## config.mk

```make
export PLATFORM = sky130hd
export DESIGN_NAME = phase_sequencer
export DESIGN_NICKNAME = d
export VERILOG_FILES = /design/src/rtl/phase_sequencer.sv
export SDC_FILE = /design/constraint.sdc
export NUM_CORES = 1
export LEC_CHECK = 0
export CORE_AREA = 2 2 54 56
export CTS_CLUSTER_SIZE = 10
export DETAILED_ROUTE_END_ITERATION = 6
export DIE_AREA = 0 0 56 58
export DONT_BUFFER_PORTS = 1
export PLACE_DENSITY = 0.64
export SYNTH_ARGS = -nofsm -noshare
export SYNTH_HDL_FRONTEND = slang
export SYNTH_SLANG_ARGS = --single-unit
```

## constraint.sdc

```tcl
create_clock -name clk -period 2.99 [get_ports clk]
set_clock_uncertainty 0.05 [all_clocks]
set_input_delay 0.299 -clock clk [delete_from_list [all_inputs] [get_ports clk]]
set_output_delay 0.299 -clock clk [all_outputs]
set_load 0.03 [all_outputs]
```

## src/rtl/phase_sequencer.sv

```systemverilog
// Multi-cycle phase sequencer for the 16-bit SIMPLE-style core: walks each instruction
// through fetch/decode/execute/memory/writeback, handshakes with memory and halts on HLT or stall.
//
//   state  | meaning
//   IDLE   | after reset, waiting for start
//   P1     | fetch: mem_req until mem_ack, IR captured on ack
//   P2     | decode IR into held control registers
//   P3     | execute: branch flags sampled
//   P4     | memory access for LD/ST (or pass-through slot when P4 is not skipped)
//   P5     | writeback and PC update strobes
//   HALT   | stopped by HLT or stall timeout, waiting for start
module phase_sequencer #(
  parameter int STALL_MAX = 15,
  parameter bit SKIP_P4   = 1'b1
) (
  input  logic        clk,
  input  logic        rst_n,
  input  logic        start,
  input  logic        mem_ack,
  input  logic [15:0] ir,
  input  logic        flag_z,
  input  logic        flag_s,
  input  logic        flag_v,
  output logic [2:0]  phase,
  output logic        mem_req,
  output logic        mem_we,
  output logic        ir_load,
  output logic        alusrc_sel,
  output logic [3:0]  alu_op,
  output logic        reg_we,
  output logic        pc_we,
  output logic        pc_sel,
  output logic        halted,
  output logic        err
);

  typedef enum logic [2:0] {
    S_IDLE = 3'd0,
    S_P1   = 3'd1,
    S_P2   = 3'd2,
    S_P3   = 3'd3,
    S_P4   = 3'd4,
    S_P5   = 3'd5,
    S_HALT = 3'd7
  } state_t;

  // The counter only ever needs to hold STALL_MAX-1 before the timeout fires.
  localparam int SW = (STALL_MAX < 2) ? 1 : $clog2(STALL_MAX);
  localparam bit TO_EN = (STALL_MAX != 0);
  localparam logic [SW-1:0] STALL_LIM = TO_EN ? SW'(STALL_MAX - 1) : '0;

  state_t        r_state, w_next;
  logic [SW-1:0] r_stall;
  logic          r_err;
  logic          r_alusrc, r_wb, r_mem, r_st, r_hlt, r_br_always, r_br_cond, r_taken;
  logic [3:0]    r_alu_op;
  logic [2:0]    r_cc;

  logic          w_alusrc, w_wb, w_mem, w_st, w_hlt, w_br_always, w_br_cond;
  logic [3:0]    w_alu_op;
  logic          w_cond, w_wait, w_timeout, w_start_ok;

  always_comb begin
    w_alusrc    = 1'b0;
    w_alu_op    = 4'h0;
    w_wb        = 1'b0;
    w_mem       = 1'b0;
    w_st        = 1'b0;
    w_hlt       = 1'b0;
    w_br_always = 1'b0;
    w_br_cond   = 1'b0;
    case (ir[15:14])
      2'b11: begin
        w_alu_op = ir[7:4];
        w_alusrc = (ir[7:6] == 2'b10);
        w_hlt    = (ir[7:4] == 4'hF);
        w_wb     = (ir[7:4] inside {4'h0, 4'h1, 4'h2, 4'h3, 4'h4, 4'h6,
                                    4'h8, 4'h9, 4'hA, 4'hB, 4'hC});
      end
      2'b00: begin
        w_mem    = 1'b1;
        w_alusrc = 1'b1;
        w_wb     = 1'b1;
      end
      2'b01: begin
        w_mem    = 1'b1;
        w_st     = 1'b1;
        w_alusrc = 1'b1;
      end
      default: begin
        case (ir[13:11])
          3'b000: begin
            w_alusrc = 1'b1;
            w_alu_op = 4'h6;
            w_wb     = 1'b1;
          end
          3'b100: begin
            w_alusrc    = 1'b1;
            w_br_always = 1'b1;
          end
          3'b111: begin
            w_alusrc  = 1'b1;
            w_br_cond = 1'b1;
          end
          default: ;
        endcase
      end
    endcase
  end

  always_comb begin
    case (r_cc)
      3'b000:  w_cond = flag_z;
      3'b001:  w_cond = flag_s ^ flag_v;
      3'b010:  w_cond = flag_z | (flag_s ^ flag_v);
      3'b011:  w_cond = ~flag_z;
      default: w_cond = 1'b0;
    endcase
  end

  assign w_wait     = (r_state == S_P1) || ((r_state == S_P4) && r_mem);
  assign w_timeout  = TO_EN && w_wait && !mem_ack && (r_stall == STALL_LIM);
  assign w_start_ok = start && ((r_state == S_IDLE) || (r_state == S_HALT));

  always_comb begin
    w_next = r_state;
    case (r_state)
      S_IDLE, S_HALT: if (start) w_next = S_P1;
      S_P1: begin
        if (mem_ack)        w_next = S_P2;
        else if (w_timeout) w_next = S_HALT;
      end
      S_P2: w_next = S_P3;
      S_P3: begin
        if (r_hlt)                  w_next = S_HALT;
        else if (r_mem || !SKIP_P4) w_next = S_P4;
        else                        w_next = S_P5;
      end
      S_P4: begin
        if (!r_mem || mem_ack) w_next = S_P5;
        else if (w_timeout)    w_next = S_HALT;
      end
      S_P5:    w_next = S_P1;
      default: w_next = S_IDLE;
    endcase
  end

  always_ff @(posedge clk or negedge rst_n) begin
    if (!rst_n) begin
      r_state <= S_IDLE;
      r_stall <= '0;
      r_err   <= 1'b0;
    end else begin
      r_state <= w_next;
      if (w_wait && !mem_ack && !w_timeout) r_stall <= r_stall + 1'b1;
      else                                  r_stall <= '0;
      if (w_timeout)       r_err <= 1'b1;
      else if (w_start_ok) r_err <= 1'b0;
    end
  end

  always_ff @(posedge clk or negedge rst_n) begin
    if (!rst_n) begin
      r_alusrc    <= 1'b0;
      r_alu_op    <= 4'h0;
      r_wb        <= 1'b0;
      r_mem       <= 1'b0;
      r_st        <= 1'b0;
      r_hlt       <= 1'b0;
      r_br_always <= 1'b0;
      r_br_cond   <= 1'b0;
      r_cc        <= 3'b000;
      r_taken     <= 1'b0;
    end else begin
      if (r_state == S_P2) begin
        r_alusrc    <= w_alusrc;
        r_alu_op    <= w_alu_op;
        r_wb        <= w_wb;
        r_mem       <= w_mem;
        r_st        <= w_st;
        r_hlt       <= w_hlt;
        r_br_always <= w_br_always;
        r_br_cond   <= w_br_cond;
        r_cc        <= ir[10:8];
      end
      if (r_state == S_P3) r_taken <= r_br_always | (r_br_cond & w_cond);
    end
  end

  assign phase      = r_state;
  assign mem_req    = w_wait;
  assign mem_we     = (r_state == S_P4) && r_st;
  assign ir_load    = (r_state == S_P1) && mem_ack;
  assign alusrc_sel = r_alusrc;
  assign alu_op     = r_alu_op;
  assign reg_we     = (r_state == S_P5) && r_wb;
  assign pc_we      = (r_state == S_P5);
  assign pc_sel     = (r_state == S_P5) && r_taken;
  assign halted     = (r_state == S_HALT);
  assign err        = r_err;

endmodule

```

=== Word-level counts from Yosys, hierarchy flattened ===
Index checks and enable logic that the tools add are counted.

* Register bits after elaboration: 23
* Input port bits: 23
* Output and inout port bits: 16
* Word-level logic and storage cells: 96

* $add $sub $neg: 1
* Equal/unequal tests: 27
* Muxes and demuxes: 24
* Bitwise operators: 5
* Reductions and logical operators: 26

{| class="wikitable"
|+ Operators with widths
! operator !! number
|-
| $eq 4x4->1 const B || 7
|-
| $pmux 3 s6 || 1
|-
| $eq 3x3->1 const B || 5
|-
| $mux 3 || 5
|-
| $eq 3x2->1 const B || 4
|-
| $mux 1 || 12
|-
| $reduce_bool 11->1 || 1
|-
| $logic_and 1x1->1 || 9
|-
| $logic_not 3->1 || 3
|-
| $eq 4x2->1 const B || 2
|-
| $eq 4x3->1 const B || 2
|-
| $pmux 4 s2 || 1
|-
| $eq 3x1->1 const B || 2
|-
| $reduce_or 3->1 || 2
|-
| $add 4x1->4 const B || 1
|-
| $eq 2x2->1 const B || 2
|-
| $eq 4x1->1 const B || 1
|-
| $logic_not 4->1 || 1
|-
| $mux 4 || 1
|-
| $pmux 1 s4 || 1
|-
| $reduce_or 2->1 || 2
|-
| $logic_not 1->1 || 3
|-
| $logic_or 1x1->1 || 3
|-
| $pmux 1 s3 || 1
|-
| 10 further kinds || 11
|}

=== Depth between registers and ports, before layout ===
Gate-level depths: netlist (run 1).

* Word-level depth: 8
* Gate-level depth with buffers: 6
* Mapped depth without buffers: 6

=== Worst setup path before layout (run 1) ===
Ideal clock, no wire load.

* Path kind: reg-to-output
* Start: register r_state[1] (netlist: phase[1])
* End: output mem_we
* Arrival time: 1.922 ns
* Required time: 2.641 ns
* Path slack: 0.719 ns
* Stages on the path, launching flop included: 4
* Buffers on the path: 2
* Cells stage by stage: dfrtp_1 -> buf_4 -> buf_2 -> nor4b_1

* Cells in the longest elaborated chain, start to end: 2

{| class="wikitable"
|+ RTL lines
! element !! RTL line !! RTL
|-
| from (decl) || 52 || <nowiki>state_t r_state, w_next;</nowiki>
|-
| from (signal assigned) || 154 || <nowiki>r_state <= w_next;</nowiki>
|-
| $eq 3x3->1 || 192 || <nowiki>assign mem_we = (r_state == S_P4) && r_st;</nowiki>
|-
| $logic_and 1x1->1 || 192 ||
|-
| to (decl) || 26 || <nowiki>output logic mem_we,</nowiki>
|}

Every way passes these cells.

=== Worst setup path after layout (run 1) ===
* Start: register r_state[2] (netlist: phase[2])
* End: output reg_we

* Cells in the longest elaborated chain, start to end: 2

{| class="wikitable"
|+ RTL lines
! element !! RTL line !! RTL
|-
| $eq 3x3->1 || 196 || <nowiki>assign reg_we = (r_state == S_P5) && r_wb;</nowiki>
|-
| $logic_and 1x1->1 || 196 ||
|-
| to (decl) || 30 || <nowiki>output logic reg_we,</nowiki>
|}

Every way passes these cells.

==> results of run 1 <==
## routing by layer
metal	vias to the layer above	part of all wire	global-route usage	wire length (µm)
li1	516	-	-	-
met1	487	0.45	0.2139	1098
met2	25	0.49	0.2874	1192
met3	2	0.056	0.04464	136
met4	0	0.0074	0.07483	18
met5	-	0	0	0
## registers in the layout (all words and copies together) (netlist names)
register and cells:
alu_op 4, alusrc_sel 1, err 1, phase 3
r_br_always 1, r_br_cond 1, r_cc 3, r_hlt 1
r_mem 1, r_st 1, r_stall 4, r_taken 1
r_wb 1
## power breakdown
group | switching [µW] | internal (µW) | leakage (µW)
combinational | 239 | 168 | 0.000284
sequential | 236 | 432 | 0.000298
clock | 85.8 | 51.9 | 0.0000150
## synth_stat cells (2+ instances only)
master    instances  share of area
ha_1              2          0.020
a31oi_1           4          0.020
nand2_1          24          0.070
nand2b_1          4          0.020
nor2_1            8          0.023
and2_1            2         0.0098
inv_1             5          0.015
o22ai_1           2         0.0098
nor2b_1           5          0.024
nor3_1            5          0.020
o31ai_1           2          0.012
buf_2             7          0.027
a21oi_1           6          0.023
nand4_1           2         0.0098
nand3_1           4          0.016
nand3b_1          3          0.018
and3_1            3          0.015
a21o_1            3          0.018
dfrtp_1          23           0.45
o21ai_1          14          0.055
nor4_1            2         0.0098
## logic make-up after synthesis
family	share of synthesized area
buffers and inverters	0.05083
flip-flops	0.4497
AO/OA/AOI/OAI	0.1779
AND/OR/NAND/NOR	0.2874
adder cells (fa/ha/maj)	0.01955
XOR/XNOR	0.006844
multiplexers	0.007820
## cell usage in the layout (no fill, tap or decap), drive strengths merged, types with 5 or more instances in the layout
cell type  Yosys  layout
a21oi          6       6
dfrtp         23      23
inv            6       6
nand2         24      24
nor2           8       8
nor2b          5       5
nor3           5       5
o21ai         14      14
## critical path: stages (launching register included)
cell,delay (ns)
dfrtp_1,0.78
inv_2,0.15
nor3b_2,0.21
buf_4,0.20
and2_1,0.33
## stage by stage
step	worst slack, ns	area, µm²	utilization	total power (µW)
global route	0.6015	1338	0.5024	1329
finish	0.6690	1338	0.5024	1213
global placement	1.048	1291	0.4850	1065
detailed placement	1.017	1291	0.4850	1080
CTS	0.6555	1338	0.5024	1229
floorplan	0.7190	1280	-	1013
## area by class of cell
type	count	area (µm²)
Fill cell	273	1325
Multi-Input combinational cell	110	639.4
Tap cell	31	38.79
Sequential cell	23	575.6
Clock buffer	4	26.28
Inverter	6	22.52
Timing Repair Buffer	4	35.03
## path summary, 6_finish.rpt
check | slack, ns | to | start
min reg2reg | 0.42 | r_st | r_st
max in group asynchronous | 1.71 | r_br_cond | rst_n
min | 0.02 | r_mem | ir[15]
max | 0.67 | reg_we | phase[2]
max reg2reg | 1.06 | r_wb | phase[1]
min in group asynchronous | 0.56 | r_br_always | rst_n
## what timing repair did
| item | 4_1_cts | 5_1_grt |
|---|---|---|
| hold buffers | 2 | 0 |
| resized for setup | 0 | 0 |
| endpoints found under the hold margin | 27 | 0 |
| buffers inserted | 0 | 0 |
==> impl_results.md, run 1 <==
- CTS Buffer Depth: 2
- DR iter-0 viols: 40
- Largest fanout on the critical path: 14
- Number of synthesized flops with an enable pin: 0
- Routed WL per cell: 13.74 µm
- First-pass GRT wire length: 4471 µm
- Flop and latch count out of synthesis: 23
- Post-DRT Antenna Nets: 0
- Synthesized area: 1280 µm²
- Fraction of layout cells with a size suffix above 1: 0.06803
- Setup repair after global routing missed its margin: no
- Peak VDD IR: 585.6 µV
- Hold path depth: 1
- WL final: 2445 µm
- Main synth FF type: dfrtp_1
- Die area: 3248 µm²
- Power Density: 906.6 nW/µm²
- Die height: 58 µm
- Final Cycle Share: 0.7762
- Port bufs: 0
- Worst hold path type: in2reg
- Slew Limit Headroom: 0.3138
- WS Path Type: reg2out
- Crit. End Element: output pin
- Vias per cell: 5.787
- Critical Path AT: 1.97 ns
- Worst Tran Pin Value: 1.026 ns
- Avg Inst Size Synth: 8.707 µm²
- Placed Cells: 172
- Overflow after GRT: 0
- R2R cell count: 4
- Leak: 0.0005967 µW
- Num rows: 19
- Status: finished, final reports clean
- Min Tclk post-route: 2.321 ns
- Initial antenna violation count: 0
- Total negative slack: 0 ns
- CORE AREA: 2663 µm²
- Final Max Tran Viols: 0
- Starting density of the core: 0.4807
- Async set-or-reset flop fraction in the synthesized netlist: 1.000
- Die Span X: 56 µm
- Via Count: 1030
- Worst-path clk slew: 0.12 ns
- DR DRC count: 0
- Synthesized netlist cell count: 147
- Area Overhead vs Synth: 4.496%
- Final setup vio count: 0
- Worst-skew pair later-pin latency: 0.30 ns
- Global Route Usage Sum: 0.1726
- Routability cong.: 0.7282
- Yosys synthesis warning count: 0
- Unique masters post-synth: 38
- Hold slack: 0.02220 ns
- Final instance count without filler cells: 178
- Critical path data required time: 2.64 ns
- Syn_nets: 172
- Final Hold Vio Count: 0
- Total clock sinks: 23
- CTS tree: yes
- Maximum clock rate: 430.9 MHz
- CTS Root Cell: clkbuf_4
- Detailed Place HPWL: 1839 µm
- Vias in the first global route: 1080
- TritonRoute pass-1 iters: 4
- Startpoint types: flop
- IO Count: 39
- H-tree levels: 1
- Post-layout net count: 173
- CTS Buf Count: 3
- Seq/Total Area, Yosys: 0.4497
- Antenna Cells: 0
- Max-Cap Viols: 0
- Largest net degree at the start of global routing: 24
(Power assumes the default switching activity.)
==> run 2, diff against run 1 <==
- clock period: 2.99 -> 2.3 ns (I/O delays scaled with it)
==> run 2 against run 1 <==
  * Power is 35% higher
  * Critical path depth fell by 1
  * Hold slack got worse by 0.015 ns
  * Cell count grew 5.1%
  * Setup slack worse by 0.30 ns
  * Global-route usage down 1.1 points
  * Clock power up 28%
  * Largest power group unchanged
  * Highest routed layer unchanged
==> impl_results.md, run 2 (synthesized netlist as in run 1, its figures left out) <==
- Most common cell after layout, fill and taps aside: nand2_1
- Cts repair resizes: 0
- Num rows: 19
- Worst hold path type: in2reg
- Worst path bufs/invs: 1
- Max-Cap Viols: 0
- CTS tree: yes
- Fraction of layout cells with a size suffix above 1: 0.09615
- Final instance count without filler cells: 187
- Leak: 0.0006388 µW
- WS Path Type: reg2out
- CTS Buf Count: 3
- First-pass GRT wire length: 4229 µm
- Antenna Cells: 0
- Routability cong.: 0.7536
- Most frequent cells in the layout: 24 x nand2_1, 23 x dfrtp_1, 14 x o21ai_1
- Worst-path clk slew: 0.12 ns
- Peak VDD IR: 755.2 µV
- Critical Path AT: 1.65 ns
- Setup repair after global routing missed its margin: no
- Crit-path cells: nand2b_1 -> a21o_2 -> inv_1
- Final Hold Vio Count: 0
- IO Count: 39
- Total negative slack: 0 ns
- Die area: 3248 µm²
- Maximum clock rate: 517.9 MHz
- Worst Tran Pin Value: 0.9926 ns
- Critical R2R Launch: phase[2]
- R2R cell count: 4
- Die Span X: 56 µm
- Status: finished, final reports clean
- Postcts setup bufs: 0
- Detailed Place HPWL: 1940 µm
- Worst Hold Endpoint: r_br_always
- Post-DRT Antenna Nets: 0
- Vias per cell: 5.663
- Slew Limit Headroom: 0.3361
- Worst-skew pair later-pin latency: 0.30 ns
- Starting density of the core: 0.4807
- CTS Buffer Depth: 2
- TritonRoute pass-1 iters: 4
- Overflow after GRT: 0
- Reg-to-Reg End: alu_op[3]
- Placed Cells: 177
- Final setup vio count: 0
- Largest net degree at the start of global routing: 24
- R2r setup slk: 0.59 ns
- Routed WL per cell: 13.63 µm
- Power Density: 1158 nW/µm²
- Critical path's top delay family: flip-flops
- Min Tclk post-route: 1.931 ns
- CORE AREA: 2663 µm²
- Global Route Usage Sum: 0.1619
- CP peak stage delay: 0.54 ns
- Port bufs: 0
- Largest fanout on the critical path: 13
- Vias in the first global route: 997
- Initial antenna violation count: 0
- Slowest-stage cell, CP: dfrtp_1
- Crit. End Element: output pin
- DR iter-0 viols: 48
- Via Count: 1059
- H-tree levels: 1
- Critical path data required time: 2.02 ns
- DR DRC count: 0
- Crit path depth: 3
- Post-layout net count: 182
- Final Max Tran Viols: 0
- Startpoint types: flop
- Area Overhead vs Synth: 10.56%
- WL final: 2548 µm
- Final Cycle Share: 0.8395
- Min-delay src: ir[13]
- CTS Root Cell: clkbuf_4
- Total clock sinks: 23
- Die height: 58 µm
- Hold path depth: 2
-- run 2: changes by cell type in the layout (fill, tap and decap cells not counted), sizes merged --
cell | previous run | this run
buf | 2 | 7
dlygate4sd3 | 2 | 6
-- run 2: power by group --
part / total, µW / internal [µW] / switching [µW]
clock network: 177 / 67.4 / 110
logic: 673 / 261 / 413
registers: 788 / 563 / 225
-- run 2: timing repair --
item	CTS	global route
setup endpoints to repair	0	0
hold endpoints to repair	31	0
hold buffers	6	0
-- run 2: routing by layer --
layer / global-route usage / wire length [µm] / vias to the layer above
li1: - / - / 537
met3: 0.02679 / 118 / 2
met5: 0 / 0 / -
met4: 0.06122 / 17 / 0
met2: 0.2471 / 1178 / 25
met1: 0.2340 / 1234 / 495
-- run 2: worst max path at each step --
stage / from / to / slack, ns
finish: phase[2] / mem_req / 0.37
CTS: phase[2] / reg_we / 0.38
global placement: phase[2] / alu_op[2] / 0.67
global route: phase[2] / reg_we / 0.27
floorplan: phase[1] / mem_we / 0.1
detailed placement: phase[2] / alu_op[3] / 0.62
-- run 2: through the flow --
step	hold WS, ns	power (µW)	cell area [µm²]	util	setup WS (ns)
after floorplan	-0.1156	1317	1280	-	0.09803
after global routing	0.007209	1765	1415	0.5315	0.2707
after CTS	0.004299	1652	1415	0.5315	0.3776
final	0.007574	1638	1415	0.5315	0.3691
after detailed placement	-0.1152	1456	1329	0.4991	0.6162
after global placement	-0.1151	1433	1329	0.4991	0.6679
-- run 2: cell type report --
type | instances | area, µm²
multi-input combinational | 110 | 639.4
clock buffer | 4 | 26.28
tap | 31 | 38.79
sequential | 23 | 575.6
timing repair buffer | 13 | 112.6
fill | 269 | 1247
inverter | 6 | 22.52
